$ cat config.mk
export PLATFORM = sky130hd
export DESIGN_NAME = if_fetch_stage
export DESIGN_NICKNAME = d
export VERILOG_FILES = /design/src/rtl/if_pkg.sv /design/src/rtl/if_fetch_queue.sv /design/src/rtl/if_fetch_stage.sv
export SDC_FILE = /design/constraint.sdc
export NUM_CORES = 1
export LEC_CHECK = 0
export ABC_CLOCK_PERIOD_IN_PS = 4800
export BUFFER_PORTS_ARGS = -buffer_cell sky130_fd_sc_hd__buf_2
export CELL_PAD_IN_SITES_DETAIL_PLACEMENT = 0
export CELL_PAD_IN_SITES_GLOBAL_PLACEMENT = 1
export CORE_ASPECT_RATIO = 0.9
export CORE_UTILIZATION = 43
export DETAILED_ROUTE_END_ITERATION = 6
export PLACE_DENSITY = 0.85
export SYNTH_ARGS = -nofsm -noshare
export SYNTH_HDL_FRONTEND = slang
export SYNTH_SLANG_ARGS = --single-unit
$ cat constraint.sdc
create_clock -name i_clock -period 4.8 [get_ports i_clock]
set_clock_uncertainty 0.05 [all_clocks]
set_input_delay 0 -clock i_clock [delete_from_list [all_inputs] [get_ports i_clock]]
set_output_delay 0 -clock i_clock [all_outputs]
set_load 0.01 [all_outputs]
$ cat src/rtl/if_pkg.sv
// if_pkg: shared default widths, fetch entry type and queue pointer sizing
package if_pkg;
    localparam int IF_ADDR_W_DEF = 32;
    localparam int IF_DATA_W_DEF = 32;
    localparam int IF_PC_INC_DEF = 4;

    typedef struct packed {
        logic [IF_ADDR_W_DEF-1:0] addr;
        logic [IF_DATA_W_DEF-1:0] instr;
    } fetch_entry_t;

    function automatic int ptr_w(input int depth);
        return $clog2(depth);
    endfunction
endpackage

$ cat src/rtl/if_fetch_queue.sv
// if_fetch_queue: power-of-two FIFO of fetch entries; flush beats push, same-cycle pop is honoured
module if_fetch_queue
    import if_pkg::*;
#(
    parameter int DEPTH = 2,
    parameter type entry_t = fetch_entry_t
) (
    input  logic                  clk,
    input  logic                  rst,
    input  logic                  push,
    input  logic                  pop,
    input  logic                  flush,
    input  entry_t                din,
    output logic [ptr_w(DEPTH):0] count,
    output entry_t                head
);
    localparam int PW = ptr_w(DEPTH);

    entry_t mem [DEPTH];
    logic [PW-1:0] wr_ptr, rd_ptr;

    assign head = mem[rd_ptr];

    always_ff @(posedge clk) begin
        if (push) mem[wr_ptr] <= din;
    end

    always_ff @(posedge clk) begin
        if (rst || flush) begin
            wr_ptr <= '0;
            rd_ptr <= '0;
            count  <= '0;
        end else begin
            wr_ptr <= wr_ptr + PW'(push);
            rd_ptr <= rd_ptr + PW'(pop);
            count  <= count + (PW+1)'(push) - (PW+1)'(pop);
        end
    end
endmodule

$ cat src/rtl/if_fetch_stage.sv
// if_fetch_stage: PC + sequential fetch from 1-cycle imem, redirect/flush, buffered valid/ready output
// Optional perf counters (o_fetch_count, o_redirect_count) when IF_PERF_EN is defined.
module if_fetch_stage
    import if_pkg::*;
#(
    parameter int                ADDR_W    = IF_ADDR_W_DEF,
    parameter int                DATA_W    = IF_DATA_W_DEF,
    parameter int                BUF_DEPTH = 2,
    parameter logic [ADDR_W-1:0] RESET_PC  = '0,
    parameter int                PC_INC    = IF_PC_INC_DEF
) (
    input  logic              i_clock,
    input  logic              i_reset,
    input  logic              i_redirect,
    input  logic [ADDR_W-1:0] i_redirect_addr,
    output logic              o_imem_req,
    output logic [ADDR_W-1:0] o_imem_addr,
    input  logic [DATA_W-1:0] i_imem_rdata,
    output logic              o_valid,
    input  logic              i_ready,
    output logic [ADDR_W-1:0] o_address,
    output logic [DATA_W-1:0] o_instruccion
`ifdef IF_PERF_EN
    ,
    output logic [31:0]       o_fetch_count,
    output logic [31:0]       o_redirect_count
`endif
);
    localparam int PW = ptr_w(BUF_DEPTH);

    typedef struct packed {
        logic [ADDR_W-1:0] addr;
        logic [DATA_W-1:0] instr;
    } entry_t;

    logic [ADDR_W-1:0] pc, req_addr;
    logic              outstanding, kill, pop, push;
    logic [PW:0]       count;
    logic [PW+1:0]     used;
    entry_t            din, head;

    assign o_valid       = count != '0;
    assign pop           = o_valid & i_ready;
    assign push          = outstanding & ~kill;
    // Credit: queued + in-flight entries, net of this cycle's pop, must leave room
    assign used          = (PW+2)'(count) + (PW+2)'(outstanding) - (PW+2)'(pop);
    assign o_imem_req    = ~i_reset & ~i_redirect & (used < (PW+2)'(BUF_DEPTH));
    assign o_imem_addr   = pc;
    assign din           = '{addr: req_addr, instr: i_imem_rdata};
    assign o_address     = o_valid ? head.addr : '0;
    assign o_instruccion = o_valid ? head.instr : '0;

    if_fetch_queue #(.DEPTH(BUF_DEPTH), .entry_t(entry_t)) u_queue (
        .clk  (i_clock),
        .rst  (i_reset),
        .push (push),
        .pop  (pop),
        .flush(i_redirect),
        .din  (din),
        .count(count),
        .head (head)
    );

    always_ff @(posedge i_clock) begin
        if (i_reset) begin
            pc          <= RESET_PC;
            outstanding <= 1'b0;
            kill        <= 1'b0;
        end else begin
            outstanding <= o_imem_req;
            kill        <= i_redirect;
            pc          <= i_redirect ? i_redirect_addr & ~ADDR_W'(PC_INC - 1)
                         : o_imem_req ? pc + ADDR_W'(PC_INC) : pc;
        end
        if (o_imem_req) req_addr <= pc;
    end

`ifdef IF_PERF_EN
    always_ff @(posedge i_clock) begin
        if (i_reset) begin
            o_fetch_count    <= '0;
            o_redirect_count <= '0;
        end else begin
            o_fetch_count    <= o_fetch_count + 32'(pop);
            o_redirect_count <= o_redirect_count + 32'(i_redirect);
        end
    end
`endif
endmodule

Word-level counts from Yosys, hierarchy flattened. Memory sizes are Yosys's and may differ from the RTL's. A register that Yosys moved wholly into a read port is not among the register bits. Index checks and enable logic that the tools add are counted.

Output and inout bits: 98. Register bits after elaboration: 70. Bits in writable memories: 128. Memories: 1. Input port bits: 68.

Bitwise gates (word level): 7. Magnitude comparators: 1. Muxes and demuxes: 7. Add/sub/neg operators: 7. Reductions and logical operators: 4.

Memories: u_queue.mem (depth 2, width 64, read ports 1, clocked after memory_dff 1, wr ports 1, RTL line if_fetch_queue.sv:19) `entry_t mem [DEPTH];`.

Operators by type and width (count): 2-to-1 mux 32 bit (4); adder 32 x 3 -> 32 bit, second input constant (1); AND 1 bit (4); nonzero test 2 bit (2); adder 2 x 1 -> 3 bit (1); < comparator 3 x 2 -> 1 bit, second input constant (1); 2-to-1 mux 1 bit (3); NOT 1 bit (3); subtractor 3 x 1 -> 3 bit (1); adder 1 bit (2); adder 2 x 1 -> 2 bit (1); OR reduction 2 bit (1); subtractor 2 x 1 -> 2 bit (1); logical OR 1 bit (1).

Logic depth before layout (Yosys ltp).
Word-level depth: 7. Depth in mapped cells: 13. Mapped depth without buffers: 12.

Modules after synthesis. A second synthesis with hierarchy kept.

Cells, all modules: 571. Area total of the unflattened synthesis: 8470.6 µm².

By module, submodules not included: if_fetch_queue (area an instance 5041.1 µm², times used 1, sequential area each 3923.8 µm², cells an instance 216); if_fetch_stage (area an instance 3429.5 µm², times used 1, sequential area each 1541.5 µm², cells an instance 355).

Least setup slack after synthesis. No wires, ideal clock.

Path kind: reg-to-reg. Start point: register u_queue.count[1]. End point: register pc[26] (netlist: o_imem_addr[26]). Cell stages (with the launch flop): 14. Setup time: 74 ps. Path buffers: 1. Period minus slack after synthesis: 3191 ps. Arrival: 3067 ps. Slack: 1609 ps. Path through: dfxtp_1 -> nor2_1 -> nor2b_1 -> ha_1 -> inv_1 -> nand2_1 -> fa_1 -> xnor2_1 -> nand3_2 -> inv_1 -> buf_2 -> o31a_2 -> o21ai_0 -> a31oi_1.

Word-level cells in the longest chain between the ends: 6. Elaborated cells on any way between the ends: 7. Those cells by class: add/sub (2); order compare (1); bitwise (2); reduce/logical (2).

Ends and longest elaborated chain: start, declared (RTL line if_fetch_queue.sv:14) `output logic [ptr_w(DEPTH):0] count,`; start signal, assigned (RTL line if_fetch_queue.sv:36) `count <= count + (PW+1)'(push) - (PW+1)'(pop);`; parallel branches: the longest is 2 deep, another holds adder 2 x 1 -> 3 bit; subtractor 3 x 1 -> 3 bit (*) (RTL line if_fetch_stage.sv:46) `assign used = (PW+2)'(count) + (PW+2)'(outstanding) - (PW+2)'(pop);`; < comparator 3 x 2 -> 1 bit (*) (RTL line if_fetch_stage.sv:47) `assign o_imem_req = ~i_reset & ~i_redirect & (used < (PW+2)'(BUF_DEPTH));`; AND 1 bit (*) (RTL line if_fetch_stage.sv:47); net o_imem_req (RTL line if_fetch_stage.sv:16) `output logic o_imem_req,`; nonzero test 2 bit (no source line) (*); end signal, assigned (RTL line if_fetch_stage.sv:72) `pc <= i_redirect ? i_redirect_addr & ~ADDR_W'(PC_INC - 1)`; end, declared (RTL line if_fetch_stage.sv:36) `logic [ADDR_W-1:0] pc, req_addr;`.

Mark *: on every way through the listed nets, which the timed path passes. A chain may end at the register's enable or synchronous reset.

Worst setup path after layout.
Start point: register u_queue.count[1]. End point: register pc[10] (netlist: o_imem_addr[10]).

Word-level cells in the longest chain between the ends: 6. Elaborated cells on any way between the ends: 7. Those cells by class: add/sub (2); order compare (1); bitwise (2); reduce/logical (2).

Ends and longest elaborated chain (RTL line): parallel branches: the longest is 2 deep, another holds adder 2 x 1 -> 3 bit; subtractor 3 x 1 -> 3 bit (*) (if_fetch_stage.sv:46); < comparator 3 x 2 -> 1 bit (*) (if_fetch_stage.sv:47); AND 1 bit (*) (if_fetch_stage.sv:47); nonzero test 2 bit (no source line) (*).

Mark *: on every way between the ends.

==> results.txt <==
- On the critical path the largest part of the delay comes from buffers and inverters.
- Hold Violations, Final: 0
- Row cnt: 46
* Static power due to leakage: 3.691 nW
- In the synthesized netlist, the number of instances is 564.
- Die outline width: 143.2 um
- Final Setup Violations: 0
* Total grt overflow: 0
- Number of enable flip-flop cells after synthesis: 154
- Mean routed wirelength per cell: 16.80 um
- Transition time at the pin with the least slew margin: 1.152 ns
- Top cell types by occurrence after synthesis: sky130_fd_sc_hd__edfxtp_1 (154), sky130_fd_sc_hd__nor2_1 (78), sky130_fd_sc_hd__mux2i_1 (65)
- The share of synthesized area in the top cell type comes to 0.5992.
* Sinks on Clock Net: 190
- Worst vdd rail ir drop: 248.7 uV
- After legalization and detailed placement, the total HPWL measured 10.72 mm.
- Wire length of the first global-routing pass: 26.88 mm
* Clock network latency to the later pin of the worst-skew pair: 0.42 ns
* Pin count of the biggest net entering global routing: 64
- CTS tree: done
* Cell at the slowest stage of the critical path: sky130_fd_sc_hd__dfxtp_1
- Post-cts resize count: 0
* Most frequently used cell type in the post-synthesis netlist: sky130_fd_sc_hd__edfxtp_1
* Combined buffer and inverter count along the critical path: 3
* Slowest Stage Delay on Critical Path: 0.47 ns
- In the final design database the tool counted 854 nets.
- The number of global-route vias before repair came to 5,302.
* Leading cell types by total area after synthesis: sky130_fd_sc_hd__edfxtp_1 (60%), sky130_fd_sc_hd__dfxtp_1 (9.3%), sky130_fd_sc_hd__mux2i_1 (8.4%)
- Fillers: 1,461
- For this run, design rule violations remaining after detail routing come to 0.
- Cells traversed along the worst timing path: nor2_4, nor2b_1, ha_1, inv_1, nand2_1, fa_1, xnor2_1, nand3_2, inv_2, buf_4, nand4_1, a2bb2oi_1, a21oi_1
- From synthesis to final layout, the design area changed by 28.45%.
* Total negative slack for setup checks: 0 ns
- In the global route stage, overall resource usage came out at 0.1933.
- Number of maximum-capacitance constraint violations: 0
- In the final layout, the multi-input gates occupy 0.002226 sq mm.
- For this run, the register share of the synthesized area comes to 0.6926.
- Critical Path Sink Type: flop
- Violation count after the first detailed-routing iteration: 334
- After clock tree synthesis, the clock-pin slew on the worst setup and hold paths is 0.06 ns.
- Synth unique cells: 52
- OpenSTA, run right after detailed placement, puts the worst setup slack at 1.536 ns.
* Maximum fanout along the worst path: 27
- Arrival time at the worst endpoint: 3.55 ns
* Worst endpoint required time: 5.08 ns
- After layout, the worst setup slack is 1.531 ns.
- Routed via count divided by cell count: 5.107
* Crit share post-route: 0.6811
- Fraction of layout instances using a drive strength above 1: 0.2639
- Vias post-DR: 5,270
- Diode count: 0
- The H-tree was split into 4 levels.
* Combined flip-flop and latch cell area: 0.005349 sq mm
- Max Buffers Root-to-Sink: 2
* 1st-pass router iterations: 6
- Of all cell types, the one taking the most synthesized area is sky130_fd_sc_hd__edfxtp_1.
- Antenna viol nets, final: 0
- The worst path in the final design needs a cycle of 3.269 ns, including I/O delays and setup.
- The worst pin sits at a relative slew slack of 0.2321.
- I/O Buffers: 159
- Warnings from Yosys: 0
- Routability congestion estimate: 0.8025
- RSZ-0062 raised after global routing: false
* Worst slack on hold paths: 0.008833 ns
* Post-Route WL: 17.34 mm
* Number of buffers inserted by post-CTS setup repair: 0
- Counting flops and latches in the post-synthesis netlist gives 190.
- For this configuration, the core starts out at a cell density of 0.4382.
* TritonCTS Buffers: 17
- After floorplanning, the core was sized to cover 0.01761 sq mm.
- Register-to-register setup slack: 1.53 ns
- Status: completed
- The die covers 0.01849 sq mm.
- Leading register cell type out of synthesis: sky130_fd_sc_hd__edfxtp_1
- The setup path with the least slack is of type flop to flop.
- Synthesized area per cell: 13.68 sq um
- The cell sitting at the root of the clock tree is a sky130_fd_sc_hd__clkbuf_16.
- Static timing analysis puts the maximum clock frequency at 305.9 MHz.
* Die Y-Extent: 129.1 um
* Number of placed I/O pins: 166
- Initial antenna violation count: 0
- Post-synthesis instance area: 0.007717 sq mm
- In the synthesized netlist the async set-or-reset flop fraction comes to 0.
- In this run the power density over the cells is 358.5 mW/mm^2.
- STA classifies the critical path startpoint as a flop.
* Final Max Slew Viols: 0
* Worst min-delay path category: input port to flop
==> logic make-up (layout without fill, tap and decap cells) <==
family / after synthesis / count (layout) / synth area share
other cells: 1 / 4 / 0.0004859
simple gates: 179 / 179 / 0.1171
xor+xnor: 12 / 12 / 0.01362
flops: 190 / 190 / 0.6926
compound gates: 65 / 65 / 0.05204
buf+inv: 43 / 268 / 0.02464
mux: 67 / 67 / 0.08722
fa+ha+maj: 7 / 7 / 0.01232
==> sequential cells by signal (all words and copies together) (netlist names) <==
name	flops
kill	1
o_imem_addr	30
outstanding	1
req_addr	30
u_queue.count	2
u_queue.mem	124
u_queue.rd_ptr	1
u_queue.wr_ptr	1
==> layout by cell type, fill, tap and decap left out, types with 4 or more instances in the layout <==
| cell | count |
|---|---|
| sky130_fd_sc_hd__xor2_1 | 4 |
| sky130_fd_sc_hd__nand3_1 | 17 |
| sky130_fd_sc_hd__dlygate4sd3_1 | 62 |
| sky130_fd_sc_hd__inv_1 | 10 |
| sky130_fd_sc_hd__o21ai_0 | 9 |
| sky130_fd_sc_hd__and3_1 | 6 |
| sky130_fd_sc_hd__nor3_1 | 11 |
| sky130_fd_sc_hd__o22ai_1 | 9 |
| sky130_fd_sc_hd__a31oi_1 | 14 |
| sky130_fd_sc_hd__buf_2 | 159 |
| sky130_fd_sc_hd__nand4_1 | 5 |
| sky130_fd_sc_hd__nand2_1 | 25 |
| sky130_fd_sc_hd__clkbuf_16 | 17 |
| sky130_fd_sc_hd__a21oi_1 | 21 |
| sky130_fd_sc_hd__clkinv_2 | 4 |
| sky130_fd_sc_hd__conb_1 | 4 |
| sky130_fd_sc_hd__dfxtp_1 | 35 |
| sky130_fd_sc_hd__mux2i_1 | 65 |
| sky130_fd_sc_hd__nor2_1 | 77 |
| sky130_fd_sc_hd__nor4_1 | 5 |
| sky130_fd_sc_hd__ha_1 | 4 |
| sky130_fd_sc_hd__xnor2_1 | 8 |
| sky130_fd_sc_hd__and2_1 | 10 |
| sky130_fd_sc_hd__edfxtp_1 | 154 |
==> cell type report <==
cell class	instances	area share
well taps	240	0.03029
inverters	12	0.004544
repair buffers	224	0.1451
clock inverters	10	0.009087
clock buffers	22	0.04683
multi-input cells	334	0.2245
flip-flops and latches	190	0.5396
==> metrics by stage <==
step           instances    util  area (sq um)  total power, W
6_report            1032  0.5629          9913        0.003553
5_1_grt             1032  0.5629          9913        0.003699
4_1_cts             1032  0.5629          9913        0.003586
3_5_place_dp         938  0.4962          8738        0.002240
3_3_place_gp         938  0.4962          8738        0.002224
2_1_floorplan        567       -          7729        0.002104
==> tightest hold or removal path, delay by kind of cell <==
family	cells	cell delay, ns
xor+xnor	1	0.14
simple gates	2	0.19
buf+inv	1	0.11
==> report_power, final <==
group | internal, W | total (W) | switching [W]
logic | 0.000138 | 0.000312 | 0.000174
clock network | 0.000742 | 0.00131 | 0.000570
registers | 0.00187 | 0.00193 | 0.0000606
==> metal layers <==
layer / wire (um) / GRT usage / vias to the layer above
li1: - / - / 2518
met1: 7279 / 0.2297 / 2529
met2: 8658 / 0.3432 / 207
met5: 0 / 0 / -
met4: 234 / 0.05882 / 0
met3: 1166 / 0.05174 / 16
==> timing repair <==
item / in CTS / in global routing
hold endpoints to repair: 94 / 0
endpoints found under the setup margin: 0 / 0
hold buffers: 62 / 0
==> final timing paths <==
path,from,end,cells after the start
max,u_queue.count[1],o_imem_addr[10],13
min,i_ready,u_queue.rd_ptr,4
max reg2reg,u_queue.count[1],o_imem_addr[10],13
min reg2reg,req_addr[27],u_queue.mem[0][59],0
Note: power is estimated with default switching activity, not from simulation.
